`config.mk`:
```
export PLATFORM = sky130hd
export DESIGN_NAME = fetch_stage
export DESIGN_NICKNAME = d
export VERILOG_FILES = /design/src/rtl/riscv_fetch_pkg.sv /design/src/rtl/fetch_skid_buf.sv /design/src/rtl/fetch_stage.sv
export SDC_FILE = /design/constraint.sdc
export NUM_CORES = 1
export LEC_CHECK = 0
export ABC_AREA = 0
export CAP_MARGIN = 40
export CORE_MARGIN = 2
export CORE_UTILIZATION = 35
export DETAILED_ROUTE_END_ITERATION = 7
export PLACE_DENSITY = 0.61
export SLEW_MARGIN = 20
export SYNTH_ARGS = -nofsm -noshare
export SYNTH_HDL_FRONTEND = slang
export SYNTH_SLANG_ARGS = --single-unit
```
`constraint.sdc`:
```
create_clock -name clk -period 2.4 [get_ports clk]
set_input_delay 0.24 -clock clk [delete_from_list [all_inputs] [get_ports clk]]
set_output_delay 0.24 -clock clk [all_outputs]
set_load 0.005 [all_outputs]
```
`src/rtl/riscv_fetch_pkg.sv`:
```
// Shared types and constants for the RV32I instruction-fetch stage.
package riscv_fetch_pkg;

   localparam int DEF_PC_W   = 9;
   localparam int DEF_INST_W = 32;

   localparam logic [DEF_INST_W-1:0] NOP_INST = 32'h0000_0013;

   // One fetched instruction with its PC; used by the skid buffer and IF/ID.
   typedef struct packed {
      logic [DEF_PC_W-1:0]   pc;
      logic [DEF_INST_W-1:0] inst;
   } fetch_entry_t;

endpackage

```
`src/rtl/fetch_skid_buf.sv`:
```
// One-entry skid buffer: parks the memory response that arrives while the
// pipeline is stalled so it can be replayed on release.
module fetch_skid_buf
   import riscv_fetch_pkg::*;
(
   input  logic         clk,
   input  logic         reset,
   input  logic         capture,
   input  logic         clear,
   input  fetch_entry_t capture_entry,
   output logic         valid,
   output fetch_entry_t entry
);

   // NOTE: only the valid flag needs reset; the payload is ignored while
   // valid is low, so it is loaded without a reset term.
   always_ff @(posedge clk) begin
      if (!reset) begin
         valid <= 1'b0;
      end else if (clear) begin
         valid <= 1'b0;
      end else if (capture) begin
         valid <= 1'b1;
      end
   end

   always_ff @(posedge clk) begin
      if (capture) begin
         entry <= capture_entry;
      end
   end

endmodule

```
`src/rtl/fetch_stage.sv`:
```
// RV32I instruction-fetch stage: PC, synchronous-read IMEM interface, skid
// buffer and IF/ID register. Optional stall counter: define FETCH_STALL_CNT_EN.
module fetch_stage
   import riscv_fetch_pkg::*;
#(
   parameter int                  PC_W     = DEF_PC_W,
   parameter int                  INST_W   = DEF_INST_W,
   parameter logic [PC_W-1:0]     RESET_PC = '0
) (
   input  logic              clk,
   input  logic              reset,
   input  logic              stall_i,
   input  logic              redirect_i,
   input  logic [PC_W-1:0]   redirect_pc_i,
   output logic [PC_W-1:0]   imem_addr_o,
   input  logic [INST_W-1:0] imem_rdata_i,
   output logic [PC_W-1:0]   ifid_pc_o,
   output logic [INST_W-1:0] ifid_inst_o,
   output logic              ifid_valid_o,
   output logic [6:0]        ifid_opcode_o,
   output logic [2:0]        ifid_funct3_o,
   output logic [15:0]       stall_cnt_o
);

   logic [PC_W-1:0] pc_q;
   logic            resp_valid_q;
   logic [PC_W-1:0] resp_pc_q;
   fetch_entry_t    ifid_q;
   logic            ifid_valid_q;

   logic            skid_valid;
   fetch_entry_t    skid_entry;
   fetch_entry_t    resp_entry;
   logic            skid_capture;
   logic            skid_clear;

   // Target word alignment makes the low redirect bits irrelevant.
   logic unused_redirect_lsbs;
   assign unused_redirect_lsbs = ^redirect_pc_i[1:0];

   assign resp_entry   = '{pc: resp_pc_q, inst: imem_rdata_i};
   assign skid_capture = stall_i && !redirect_i && resp_valid_q && !skid_valid;
   assign skid_clear   = redirect_i || !stall_i;

   fetch_skid_buf u_skid (
      .clk           (clk),
      .reset         (reset),
      .capture       (skid_capture),
      .clear         (skid_clear),
      .capture_entry (resp_entry),
      .valid         (skid_valid),
      .entry         (skid_entry)
   );

   always_ff @(posedge clk) begin
      if (!reset) begin
         pc_q         <= RESET_PC;
         resp_valid_q <= 1'b0;
         resp_pc_q    <= '0;
         ifid_q       <= '{pc: '0, inst: NOP_INST};
         ifid_valid_q <= 1'b0;
      end else if (redirect_i) begin
         pc_q         <= {redirect_pc_i[PC_W-1:2], 2'b00};
         resp_valid_q <= 1'b0;
         ifid_q.inst  <= NOP_INST;
         ifid_valid_q <= 1'b0;
      end else if (stall_i) begin
         // The held address is re-read; that duplicate response is dropped.
         resp_valid_q <= 1'b0;
      end else begin
         pc_q         <= pc_q + PC_W'(4);
         resp_valid_q <= 1'b1;
         resp_pc_q    <= pc_q;
         if (skid_valid) begin
            ifid_q       <= skid_entry;
            ifid_valid_q <= 1'b1;
         end else if (resp_valid_q) begin
            ifid_q       <= resp_entry;
            ifid_valid_q <= 1'b1;
         end else begin
            ifid_q.inst  <= NOP_INST;
            ifid_valid_q <= 1'b0;
         end
      end
   end

   assign imem_addr_o   = pc_q;
   assign ifid_pc_o     = ifid_q.pc;
   assign ifid_inst_o   = ifid_q.inst;
   assign ifid_valid_o  = ifid_valid_q;
   assign ifid_opcode_o = ifid_q.inst[6:0];
   assign ifid_funct3_o = ifid_q.inst[14:12];

`ifdef FETCH_STALL_CNT_EN
   logic [15:0] stall_cnt_q;

   always_ff @(posedge clk) begin
      if (!reset) begin
         stall_cnt_q <= '0;
      end else if (stall_i && !redirect_i && stall_cnt_q != 16'hFFFF) begin
         stall_cnt_q <= stall_cnt_q + 16'd1;
      end
   end

   assign stall_cnt_o = stall_cnt_q;
`else
   assign stall_cnt_o = '0;
`endif

endmodule

```
Word-level counts from Yosys, hierarchy flattened. Index checks and enable logic that the tools add are counted.

Eq/ne operators: 1. $add $sub $neg: 1. Multiplexer cells: 8. Reduce and logical (&&, ||, !) cells: 12. Bitwise logic cells: 3.

Operators with widths (count): $mux W41 (1); $mux W32 (1); $mux W9 (3); $add A9 B3 Y9 const B (1); $reduce_or A2 Y1 (2); $logic_and A1 B1 Y1 (3); $logic_not A1 Y1 (3); $mux W1 (3); $not A1 Y1 (3); $reduce_and A3 Y1 (1); $ne A2 B1 Y1 const B (1); $reduce_and A2 Y1 (1); $reduce_bool A2 Y1 (1); $logic_or A1 B1 Y1 (1).

Word-level logic and storage cells: 35. Input port bits: 45. Flip-flop bits (word level): 103. Output and inout port bits: 77.

Depth between registers and ports, before layout. Gate-level depths: netlist (run 1).

Word-level depth: 4. Depth in mapped cells: 5.

Hierarchy. From an unflattened synthesis (run 1), not the netlist that was laid out.

Cells, all modules: 347. Area total of the unflattened synthesis: 4007.6 µm².

Modules (own cells, without submodules): fetch_stage (cells each 303, instances 1, area an instance 2740.1 µm², sequential area each 1141.1 µm²); fetch_skid_buf (cells each 44, instances 1, area an instance 1267.5 µm², sequential area each 1251.2 µm²).

Worst setup path after synthesis (run 1). OpenSTA, ideal clock, no wires.

Path type: input-to-reg. Start point: in stall_i. End point: reg u_skid.entry[0] (netlist name) (enable). Cell stages on the path: 4. Setup slack: 0.197 ns. Library setup time: 0.399 ns. Buffers on the path: 3. Arrival: 1.803 ns. Cells stage by stage: buf_2 buf_2 buf_2 and4_1.

Longest elaborated chain between the ends: 3.

RTL lines: start: declaration (RTL line fetch_stage.sv:12) `input logic stall_i,`; $logic_and A1 B1 Y1 (3 in series) (RTL line fetch_stage.sv:42) `assign skid_capture = stall_i && !redirect_i && resp_valid_q && !skid_valid;`; via skid_capture (RTL line fetch_stage.sv:34) `logic skid_capture;`; end signal: assignment (RTL line fetch_skid_buf.sv:29) `entry <= capture_entry;`; end: declaration (RTL line fetch_skid_buf.sv:12) `output fetch_entry_t entry`.

The timed path passes the listed nets, and every way through them passes these cells. A chain may end at the register's enable or synchronous reset.

Worst setup path after layout (run 1).
Start point: reg pc_q[4] (netlist: imem_addr_o[4]). End point: out imem_addr_o[4].

RTL lines: start: declaration (RTL line fetch_stage.sv:25) `logic [PC_W-1:0] pc_q;`; start signal: assignment (RTL line fetch_stage.sv:63) `pc_q <= {redirect_pc_i[PC_W-1:2], 2'b00};`; start signal: assignment (RTL line fetch_stage.sv:71) `pc_q <= pc_q + PC_W'(4);`; end: declaration (RTL line fetch_stage.sv:15) `output logic [PC_W-1:0] imem_addr_o,`.

No word-level cell between the ends.

==> report_table.html, run 1 <==
<table>
<tr><th>Metric</th><th>Value</th></tr>
<tr><th colspan="2">Floorplan</th></tr>
<tr><td>Die W</td><td>109.4 um</td></tr>
<tr><td>Die footprint</td><td>11970 sq um</td></tr>
<tr><td>IO Count</td><td>122</td></tr>
<tr><td>Core area</td><td>10840 sq um</td></tr>
<tr><td>Die Height</td><td>109.4 um</td></tr>
<tr><td>Initial core utilization</td><td>35.86%</td></tr>
<tr><td>Row Count</td><td>38</td></tr>
<tr><th colspan="2">Worst setup path</th></tr>
<tr><td>Critical path startpoint category</td><td>register</td></tr>
<tr><td>Critical path depth in cells</td><td>1</td></tr>
<tr><td>Crit path cell chain</td><td>clkdlybuf4s50_1</td></tr>
<tr><td>Critical R2R Capture</td><td>u_skid.entry[21]$_DFFE_PP_</td></tr>
<tr><td>Crit. End Element</td><td>output port</td></tr>
<tr><td>Gate family responsible for the most delay along the worst path</td><td>buffers and inverters</td></tr>
<tr><td>Number of cells on the worst reg-to-reg path</td><td>4</td></tr>
<tr><td>Signal arrival time at the worst endpoint</td><td>1.41 ns</td></tr>
<tr><td>Capturing instance or port of the critical path</td><td>imem_addr_o[4]</td></tr>
<tr><td>Slowest cell on the critical path</td><td>sky130_fd_sc_hd__clkdlybuf4s50_1</td></tr>
<tr><td>R2R setup slack</td><td>0.81 ns</td></tr>
<tr><td>RR Startpoint</td><td>u_skid.valid$_SDFFE_PP0P_</td></tr>
<tr><td>Startpoint of the worst setup timing path</td><td>imem_addr_o[4]$_SDFFE_PN0P_</td></tr>
<tr><td>Type of the worst setup path</td><td>reg2out</td></tr>
<tr><td>Largest driver fanout on the critical path</td><td>7</td></tr>
<tr><td>Buffering stage count on the worst path with inverters included</td><td>1</td></tr>
<tr><td>Data required time of the worst path</td><td>2.16 ns</td></tr>
<tr><td>Delay of the slowest critical-path stage</td><td>0.56 ns</td></tr>
<tr><th colspan="2">Timing</th></tr>
<tr><td>Final count of hold timing violations</td><td>0</td></tr>
<tr><td>Min Clock Period, post-route</td><td>1.648 ns</td></tr>
<tr><td>Number of pins exceeding their max-slew limit in the final report</td><td>0</td></tr>
<tr><td>Setup tns final</td><td>0 ns</td></tr>
<tr><td>Finish-stage setup viols</td><td>0</td></tr>
<tr><td>Final WS setup</td><td>0.7520 ns</td></tr>
<tr><td>Fin Clk Skew</td><td>0.01160 ns</td></tr>
<tr><td>Slew at the pin closest to its max-slew limit</td><td>0.7072 ns</td></tr>
<tr><td>Fraction of the cycle the final worst path needs</td><td>68.67%</td></tr>
<tr><td>Rel. slew slack</td><td>52.76%</td></tr>
<tr><td>Unrepaired setup endpoints after global routing</td><td>false</td></tr>
<tr><td>Highest clock rate</td><td>606.8 MHz</td></tr>
<tr><th colspan="2">Pwr</th></tr>
<tr><td>Flop pwr share</td><td>55.3%</td></tr>
<tr><td>Fraction of power spent switching nets</td><td>22.88%</td></tr>
<tr><td>Internal Dissipation</td><td>2.444 mW</td></tr>
<tr><td>Static leakage</td><td>1.845 nW</td></tr>
<tr><td>Part of the power in combinational logic</td><td>10.2%</td></tr>
<tr><td>Max IR drop VDD</td><td>0.2590 mV</td></tr>
<tr><td>Power dissipated by switching net loads</td><td>0.7251 mW</td></tr>
<tr><td>Clock power share</td><td>34.5%</td></tr>
<tr><td>PD cells</td><td>625.9 nW/um^2</td></tr>
<tr><th colspan="2">Logic synthesis</th></tr>
<tr><td>Share of flip-flops with an asynchronous set or reset after synthesis</td><td>0%</td></tr>
<tr><td>Syn Area/Cell</td><td>11.54 sq um</td></tr>
<tr><td>Seq/Total Area, Yosys</td><td>58.96%</td></tr>
<tr><td>Most instantiated flip-flop cell in the synthesis netlist</td><td>sky130_fd_sc_hd__dfxtp_1</td></tr>
<tr><td>Mux share of post-synthesis cell area</td><td>2.317%</td></tr>
<tr><td>Number of register bits inferred by synthesis</td><td>95</td></tr>
<tr><td>Synth Warn #</td><td>0</td></tr>
<tr><td>Combinational family with the most area after synthesis</td><td>simple AND/OR/NAND/NOR gates</td></tr>
<tr><td>Synth Instances</td><td>337</td></tr>
<tr><td>Compound-cell area share of the yosys netlist</td><td>13.65%</td></tr>
<tr><td>Area of the mapped netlist</td><td>3887 sq um</td></tr>
<tr><td>Share of the synthesized netlist area taken by xor and xnor gates</td><td>0.9012%</td></tr>
<tr><td>Distinct cell type count of the synthesized netlist</td><td>40</td></tr>
<tr><td>Number of enable flip-flop cells after synthesis</td><td>39</td></tr>
<tr><td>Synth Area in Simple Gates</td><td>14.42%</td></tr>
<tr><td>Fraction of the mapped netlist area in adder cells</td><td>0.3219%</td></tr>
<tr><th colspan="2">Global routing</th></tr>
<tr><td>Vias in the first global route</td><td>2670</td></tr>
<tr><td>Initial antenna violation count</td><td>0</td></tr>
<tr><td>Overflow left after global routing</td><td>0</td></tr>
<tr><td>Global Route Usage Sum</td><td>14.64%</td></tr>
<tr><td>Pin count of the biggest net entering global routing</td><td>58</td></tr>
<tr><td>First-pass GRT wire length</td><td>13360 um</td></tr>
<tr><th colspan="2">Worst hold path</th></tr>
<tr><td>Path type of the worst min-delay path</td><td>in2reg</td></tr>
<tr><th colspan="2">Clock network</th></tr>
<tr><td>TritonCTS Buffers</td><td>9</td></tr>
<tr><td>Reg clk slew, reported paths</td><td>0.09 ns</td></tr>
<tr><td>Post-CTS Hold Fix Bufs</td><td>0</td></tr>
<tr><td>Total number of clock tree sinks</td><td>95</td></tr>
<tr><td>CTS Root Cell</td><td>sky130_fd_sc_hd__clkbuf_8</td></tr>
<tr><td>H-tree lvl count</td><td>3</td></tr>
<tr><td>Worst skew pair latency</td><td>0.36 ns</td></tr>
<tr><td>Post-CTS sizing</td><td>0</td></tr>
<tr><td>Post-CTS Repair Setup Buffers</td><td>0</td></tr>
<tr><td>Buffer depth of the longest clock path</td><td>2</td></tr>
<tr><td>TritonCTS clock tree</td><td>built</td></tr>
<tr><th colspan="2">Place</th></tr>
<tr><td>GP Congestion</td><td>0.7439</td></tr>
<tr><td>Instance area after placement</td><td>4855 sq um</td></tr>
<tr><td>Quantity of I/O buffers inserted on ports</td><td>99</td></tr>
<tr><td>Worst slack at placement</td><td>0.4810 ns</td></tr>
<tr><td>Total half-perimeter wirelength after legalization and detailed placement</td><td>5706 um</td></tr>
<tr><th colspan="2">Finish</th></tr>
<tr><td>Most common library cell in the layout ignoring fill and taps</td><td>sky130_fd_sc_hd__clkdlybuf4s50_1</td></tr>
<tr><td>Final design instance area without fill</td><td>5064 sq um</td></tr>
<tr><td>End-of-flow core utilization</td><td>46.71%</td></tr>
<tr><td>ANT cells</td><td>0</td></tr>
<tr><td>Most frequent cells in the layout</td><td>98 x sky130_fd_sc_hd__clkdlybuf4s50_1, 55 x sky130_fd_sc_hd__dfxtp_1, 39 x sky130_fd_sc_hd__edfxtp_1, 33 x sky130_fd_sc_hd__nor2b_1</td></tr>
<tr><td>Proportion of layout cells with a drive suffix above 1</td><td>7.311%</td></tr>
<tr><td>Final net count</td><td>465</td></tr>
<tr><td>Synthesis-to-finish area growth</td><td>30.25%</td></tr>
<tr><td>Final-layout fill cell count</td><td>1049</td></tr>
<tr><th colspan="2">Drt</th></tr>
<tr><td>Number of iterations in the first detailed-routing pass</td><td>4</td></tr>
<tr><td>Number of nets with antenna violations after detailed routing</td><td>0</td></tr>
<tr><td>Final Routed Wirelength</td><td>8576 um</td></tr>
<tr><td>Via density per instance</td><td>4.973</td></tr>
<tr><td>Detailed-route wire length per cell</td><td>15.21 um</td></tr>
<tr><td>Initial drt markers</td><td>100</td></tr>
<tr><td>Residual DRC</td><td>0</td></tr>
<tr><td>Vias after detailed routing</td><td>2805</td></tr>
<tr><th colspan="2">Outcome</th></tr>
<tr><td>Run status</td><td>finished clean</td></tr>
<tr><th colspan="2">Run</th></tr>
<tr><td>Max-cap violations</td><td>0</td></tr>
</table>
[cells in the mapped netlist, types with 2 or more instances]
master,count,area share [%]
sky130_fd_sc_hd__buf_2,11,1.4
sky130_fd_sc_hd__edfxtp_1,39,30
sky130_fd_sc_hd__nand2b_1,2,0.32
sky130_fd_sc_hd__clkbuf_1,11,1.1
sky130_fd_sc_hd__nor3_1,29,3.7
sky130_fd_sc_hd__a221oi_1,29,6.5
sky130_fd_sc_hd__nand3_1,8,1.0
sky130_fd_sc_hd__buf_6,2,0.58
sky130_fd_sc_hd__mux2i_1,9,2.3
sky130_fd_sc_hd__nand2_1,14,1.4
sky130_fd_sc_hd__dfxtp_1,56,29
sky130_fd_sc_hd__and3_1,2,0.32
sky130_fd_sc_hd__o211ai_1,3,0.58
sky130_fd_sc_hd__and2_1,2,0.32
sky130_fd_sc_hd__o22ai_1,3,0.48
sky130_fd_sc_hd__a21boi_1,7,1.4
sky130_fd_sc_hd__o211a_1,9,2.3
sky130_fd_sc_hd__a21oi_1,2,0.26
sky130_fd_sc_hd__nor2b_1,34,5.5
sky130_fd_sc_hd__o21ai_0,3,0.39
sky130_fd_sc_hd__xor2_1,4,0.90
sky130_fd_sc_hd__nand4b_1,2,0.45
sky130_fd_sc_hd__buf_4,31,6.0
sky130_fd_sc_hd__o21ai_1,9,1.2
[cell type report]
cell class | instances | area, sq um | share of cell area [%]
Clock buffer | 12 | 155.1 | 3.064
Clock inverter | 4 | 53.80 | 1.063
Inverter | 2 | 7.507 | 0.1483
Multi-Input combinational cell | 203 | 1313 | 25.92
Sequential cell | 95 | 2293 | 45.29
Tap cell | 140 | 175.2 | 3.459
Timing Repair Buffer | 108 | 1066 | 21.05
[metrics by stage]
stage / hold WS, ns / std cells / power [mW]
5_1_grt: 0.4386 / 564 / 3.312
4_1_cts: 0.4208 / 564 / 3.219
6_report: 0.4477 / 564 / 3.169
3_3_place_gp: 0.4372 / 548 / 2.109
3_5_place_dp: 0.4364 / 548 / 2.116
2_1_floorplan: 0.3389 / 356 / 1.960
[cells by family (layout without fill, tap and decap cells)]
group	Yosys count	after routing
flip-flops	95	95
AO/OA/AOI/OAI	68	68
other	1	20
adder cells (fa/ha/maj)	1	1
XOR/XNOR	4	4
multiplexers	9	9
buffers and inverters	58	126
AND/OR/NAND/NOR	101	101
[metal layers]
layer	vias to the layer above	global-route usage (%)	share of wire [%]
met5	-	0	0
met4	0	5.787	0.93
met3	5	3.734	6.0
met2	103	23.37	47
met1	1343	19.00	46
li1	1354	-	-
[worst min path at each step]
stage	from	end	slack [ns]	cells after the start
after floorplan	imem_rdata_i[0]	u_skid.entry[0]$_DFFE_PP_	0.34	0
after global placement	resp_pc_q[4]$_SDFFE_PN0P_	u_skid.entry[36]$_DFFE_PP_	0.44	0
after detailed placement	resp_pc_q[4]$_SDFFE_PN0P_	u_skid.entry[36]$_DFFE_PP_	0.44	0
after CTS	stall_i	resp_pc_q[3]$_SDFFE_PN0P_	0.42	3
after global routing	imem_rdata_i[11]	u_skid.entry[11]$_DFFE_PP_	0.44	1
final	stall_i	resp_pc_q[3]$_SDFFE_PN0P_	0.45	3
[state kept, by name, indices dropped and copies added, names as in the netlist]
signal and cells:
resp_valid_q 1, ifid_valid_o 1, resp_pc_q 7, ifid_pc_o 7, ifid_inst_o 32, imem_addr_o 7
u_skid.valid 1, u_skid.entry 39
[power by group through the flow]
stage	clock network [mW]	logic [mW]	registers, mW
6_report	1.09	0.324	1.75
5_1_grt	1.20	0.358	1.76
4_1_cts	1.14	0.328	1.75
3_5_place_dp	0	0.326	1.79
3_3_place_gp	0	0.322	1.79
2_1_floorplan	0	0.175	1.78
(Power assumes the default switching activity.)
==> run 2, diff against run 1 <==
--- a/config.mk
+++ b/config.mk
@@ -10,7 +10,7 @@
 export CORE_MARGIN = 2
 export CORE_UTILIZATION = 35
 export DETAILED_ROUTE_END_ITERATION = 7
-export PLACE_DENSITY = 0.61
+export PLACE_DENSITY = 0.63
 export SLEW_MARGIN = 20
 export SYNTH_ARGS = -nofsm -noshare
 export SYNTH_HDL_FRONTEND = slang
==> constraint.sdc (replaced) <==
create_clock -name clk -period 1.4 [get_ports clk]
set_input_delay 0.14 -clock clk [delete_from_list [all_inputs] [get_ports clk]]
set_output_delay 0.14 -clock clk [all_outputs]
set_load 0.005 [all_outputs]
==> run 2 against run 1 <==
Against the previous run: die area is the same; worst hold slack lost 0.20 ns; first-iteration DRC count shrank 3.0%; setup slack lost 0.70 ns; global-route usage grew 0.061 points; clock power grew 65%; critical path depth is the same.
==> report_table.html, run 2 (synthesized netlist as in run 1, its figures left out) <==
<table>
<tr><th>Metric</th><th>Value</th></tr>
<tr><th colspan="2">Outcome</th></tr>
<tr><td>Run status</td><td>finished clean</td></tr>
<tr><th colspan="2">Global routing</th></tr>
<tr><td>Met3 usage</td><td>3.853% (+0.12 points)</td></tr>
<tr><td>Met1 demand-to-capacity share in global routing</td><td>20.04% (+1.0 points)</td></tr>
<tr><td>Pin count of the biggest net entering global routing</td><td>41 (-29%)</td></tr>
<tr><td>Global Route Usage Sum</td><td>14.70% (+0.061 points)</td></tr>
<tr><td>First-pass GRT wire length</td><td>13520 um (+1.2%)</td></tr>
<tr><td>Routing layer with the top usage in global route</td><td>met2</td></tr>
<tr><td>Vias in the first global route</td><td>2683 (+0.49%)</td></tr>
<tr><td>Initial antenna violation count</td><td>0 (unchanged)</td></tr>
<tr><td>Overflow left after global routing</td><td>0 (unchanged)</td></tr>
<tr><td>Met2 capacity usage during global routing</td><td>22.57% (-0.79 points)</td></tr>
<tr><th colspan="2">Drt</th></tr>
<tr><td>Residual DRC</td><td>0 (unchanged)</td></tr>
<tr><td>Detailed-route wire length per cell</td><td>14.70 um (-3.3%)</td></tr>
<tr><td>Via density per instance</td><td>4.851 (-2.5%)</td></tr>
<tr><td>Number of nets with antenna violations after detailed routing</td><td>0 (unchanged)</td></tr>
<tr><td>Final Routed Wirelength</td><td>8558 um (-0.21%)</td></tr>
<tr><td>Initial drt markers</td><td>97 (-3.0%)</td></tr>
<tr><td>Number of iterations in the first detailed-routing pass</td><td>4 (unchanged)</td></tr>
<tr><td>Vias after detailed routing</td><td>2823 (+0.64%)</td></tr>
<tr><th colspan="2">Place</th></tr>
<tr><td>Instance area after placement</td><td>4979 sq um (+2.6%)</td></tr>
<tr><td>Quantity of I/O buffers inserted on ports</td><td>99 (unchanged)</td></tr>
<tr><td>Worst slack at placement</td><td>-0.009807 ns (-0.4908 ns)</td></tr>
<tr><td>GP Congestion</td><td>0.7545 (+1.4%)</td></tr>
<tr><td>Total half-perimeter wirelength after legalization and detailed placement</td><td>5845 um (+2.4%)</td></tr>
<tr><td>Cells after DPL</td><td>560 (+2.2%)</td></tr>
<tr><th colspan="2">Clock network</th></tr>
<tr><td>Reg clk slew, reported paths</td><td>0.09 ns (about the same)</td></tr>
<tr><td>CTS Root Cell</td><td>sky130_fd_sc_hd__clkbuf_8</td></tr>
<tr><td>Worst skew pair latency</td><td>0.36 ns (about the same)</td></tr>
<tr><td>Post-CTS Hold Fix Bufs</td><td>0 (unchanged)</td></tr>
<tr><td>Total number of clock tree sinks</td><td>95 (unchanged)</td></tr>
<tr><td>TritonCTS clock tree</td><td>built</td></tr>
<tr><td>H-tree lvl count</td><td>3 (unchanged)</td></tr>
<tr><td>Buffer depth of the longest clock path</td><td>2 (unchanged)</td></tr>
<tr><td>TritonCTS Buffers</td><td>9 (unchanged)</td></tr>
<tr><th colspan="2">Timing</th></tr>
<tr><td>Setup tns final</td><td>0 ns (unchanged)</td></tr>
<tr><td>Fin Clk Skew</td><td>0.007873 ns (-0.003726 ns)</td></tr>
<tr><td>Worst hold margin</td><td>0.2527 ns (-0.1951 ns)</td></tr>
<tr><td>Number of pins exceeding their max-slew limit in the final report</td><td>0 (unchanged)</td></tr>
<tr><td>Fraction of the cycle the final worst path needs</td><td>96.63%</td></tr>
<tr><td>Highest clock rate</td><td>739.2 MHz</td></tr>
<tr><td>Final count of hold timing violations</td><td>0 (unchanged)</td></tr>
<tr><td>Final WS setup</td><td>0.04719 ns (-0.7048 ns)</td></tr>
<tr><td>Min Clock Period, post-route</td><td>1.353 ns</td></tr>
<tr><td>Finish-stage setup viols</td><td>0 (unchanged)</td></tr>
<tr><th colspan="2">Finish</th></tr>
<tr><td>Register with the highest flop count</td><td>u_skid.entry</td></tr>
<tr><td>Final design instance area without fill</td><td>5299 sq um (+4.6%)</td></tr>
<tr><td>End-of-flow core utilization</td><td>48.88% (+2.2 points)</td></tr>
<tr><td>Most common library cell in the layout ignoring fill and taps</td><td>sky130_fd_sc_hd__clkdlybuf4s50_1</td></tr>
<tr><td>Final net count</td><td>483 (+3.9%)</td></tr>
<tr><td>Number of flip-flops under the largest register name</td><td>39 (unchanged)</td></tr>
<tr><td>ANT cells</td><td>0 (unchanged)</td></tr>
<tr><td>Most frequent cells in the layout</td><td>83 x sky130_fd_sc_hd__clkdlybuf4s50_1, 39 x sky130_fd_sc_hd__edfxtp_1, 33 x sky130_fd_sc_hd__nor2b_1, 30 x sky130_fd_sc_hd__dfxtp_1</td></tr>
<tr><td>Proportion of layout cells with a drive suffix above 1</td><td>16.74% (+9.4 points)</td></tr>
<tr><td>Synthesis-to-finish area growth</td><td>36.31%</td></tr>
<tr><td>Post-Layout Cell Count</td><td>582 (+3.2%)</td></tr>
<tr><th colspan="2">Worst setup path</th></tr>
<tr><td>Critical path startpoint category</td><td>register</td></tr>
<tr><td>Gate family responsible for the most delay along the worst path</td><td>buffers and inverters</td></tr>
<tr><td>Type of the worst setup path</td><td>reg2out</td></tr>
<tr><td>Largest driver fanout on the critical path</td><td>2 (-5)</td></tr>
<tr><td>Critical path depth in cells</td><td>1 (unchanged)</td></tr>
<tr><td>Data required time of the worst path</td><td>1.26 ns (-0.90 ns)</td></tr>
<tr><td>R2R setup slack</td><td>0.05 ns (-0.76 ns)</td></tr>
<tr><td>Crit. End Element</td><td>output port</td></tr>
<tr><td>Slowest cell on the critical path</td><td>sky130_fd_sc_hd__clkdlybuf4s50_1</td></tr>
<tr><td>Signal arrival time at the worst endpoint</td><td>1.21 ns (-0.20 ns)</td></tr>
<tr><td>Critical R2R Capture</td><td>ifid_pc_o[6]$_SDFFE_PN0P_</td></tr>
<tr><td>Crit path cell chain</td><td>clkdlybuf4s50_1</td></tr>
<tr><td>RR Startpoint</td><td>u_skid.valid$_SDFFE_PP0P_</td></tr>
<tr><td>Delay of the slowest critical-path stage</td><td>0.51 ns (-0.05 ns)</td></tr>
<tr><td>Buffering stage count on the worst path with inverters included</td><td>1 (unchanged)</td></tr>
<tr><td>Number of cells on the worst reg-to-reg path</td><td>4 (unchanged)</td></tr>
<tr><th colspan="2">Pwr</th></tr>
<tr><td>Max IR drop VDD</td><td>0.5611 mV (+120%)</td></tr>
<tr><td>Total design power</td><td>5.394 mW (+70%)</td></tr>
<tr><td>Static leakage</td><td>2.147 nW (+16%)</td></tr>
<tr><td>PD cells</td><td>1018 nW/um^2 (+63%)</td></tr>
<tr><th colspan="2">Floorplan</th></tr>
<tr><td>Row Count</td><td>38 (unchanged)</td></tr>
<tr><td>Core area</td><td>10840 sq um (unchanged)</td></tr>
<tr><td>Die W</td><td>109.4 um (unchanged)</td></tr>
<tr><td>Initial core utilization</td><td>35.86% (unchanged)</td></tr>
<tr><td>IO Count</td><td>122 (unchanged)</td></tr>
<tr><td>Die Height</td><td>109.4 um (unchanged)</td></tr>
<tr><td>Die footprint</td><td>11970 sq um (unchanged)</td></tr>
<tr><th colspan="2">Worst hold path</th></tr>
<tr><td>Worst hold path endpoint</td><td>imem_addr_o[7]$_SDFFE_PN0P_</td></tr>
<tr><td>Startpoint of the worst hold path</td><td>stall_i</td></tr>
<tr><td>Number of cells on the worst hold path</td><td>3 (unchanged)</td></tr>
<tr><td>Path type of the worst min-delay path</td><td>in2reg</td></tr>
<tr><th colspan="2">Run</th></tr>
<tr><td>Max-cap violations</td><td>0 (unchanged)</td></tr>
</table>
run 2: how the worst max path moves through the flow:
stage	from	endpoint	slack [ns]
finish	ifid_inst_o[10]$_SDFFE_PP0N_	ifid_inst_o[10]	0.05
global route	u_skid.valid$_SDFFE_PP0P_	ifid_pc_o[6]$_SDFFE_PN0P_	-0.01
CTS	ifid_inst_o[12]$_SDFFE_PP0N_	ifid_funct3_o[0]	0.003
detailed placement	redirect_i	imem_addr_o[8]$_SDFFE_PN0P_	-0.01
global placement	redirect_i	u_skid.entry[26]$_DFFE_PP_	-0.02
floorplan	stall_i	u_skid.entry[0]$_DFFE_PP_	0.02
run 2: repair_timing:
item,in CTS,in global routing
resized for setup,18,27
endpoints found under the setup margin,15,31
pin swaps,0,0
gates cloned,0,0
setup buffers,4,2
run 2: final cells by class:
cell class	instances	area, sq um
inverter	2	7.507
clock inverter	3	20.02
timing repair buffer	126	1269
fill	1030	5542
multi-input combinational	203	1309
sequential	95	2337
clock buffer	13	181.4
tap	140	175.2
run 2: worst reg2reg max path, stage by stage (launching register included):
cell	delay, ns
sky130_fd_sc_hd__dfxtp_2	0.43
sky130_fd_sc_hd__buf_4	0.23
sky130_fd_sc_hd__mux2i_1	0.32
sky130_fd_sc_hd__nand3_1	0.13
sky130_fd_sc_hd__o211a_1	0.15
run 2: report_power, final:
group          internal [mW]  switching [mW]  total [mW]
registers               2.95          0.0443        2.99
clock network          0.870           0.925        1.80
logic                  0.346           0.260       0.606
total                   4.16            1.23        5.39
run 2: per-layer routing:
layer	up-vias	wire length, um
met5	-	0
met4	0	144
met3	12	529
met2	90	3871
met1	1324	4013
li1	1397	-
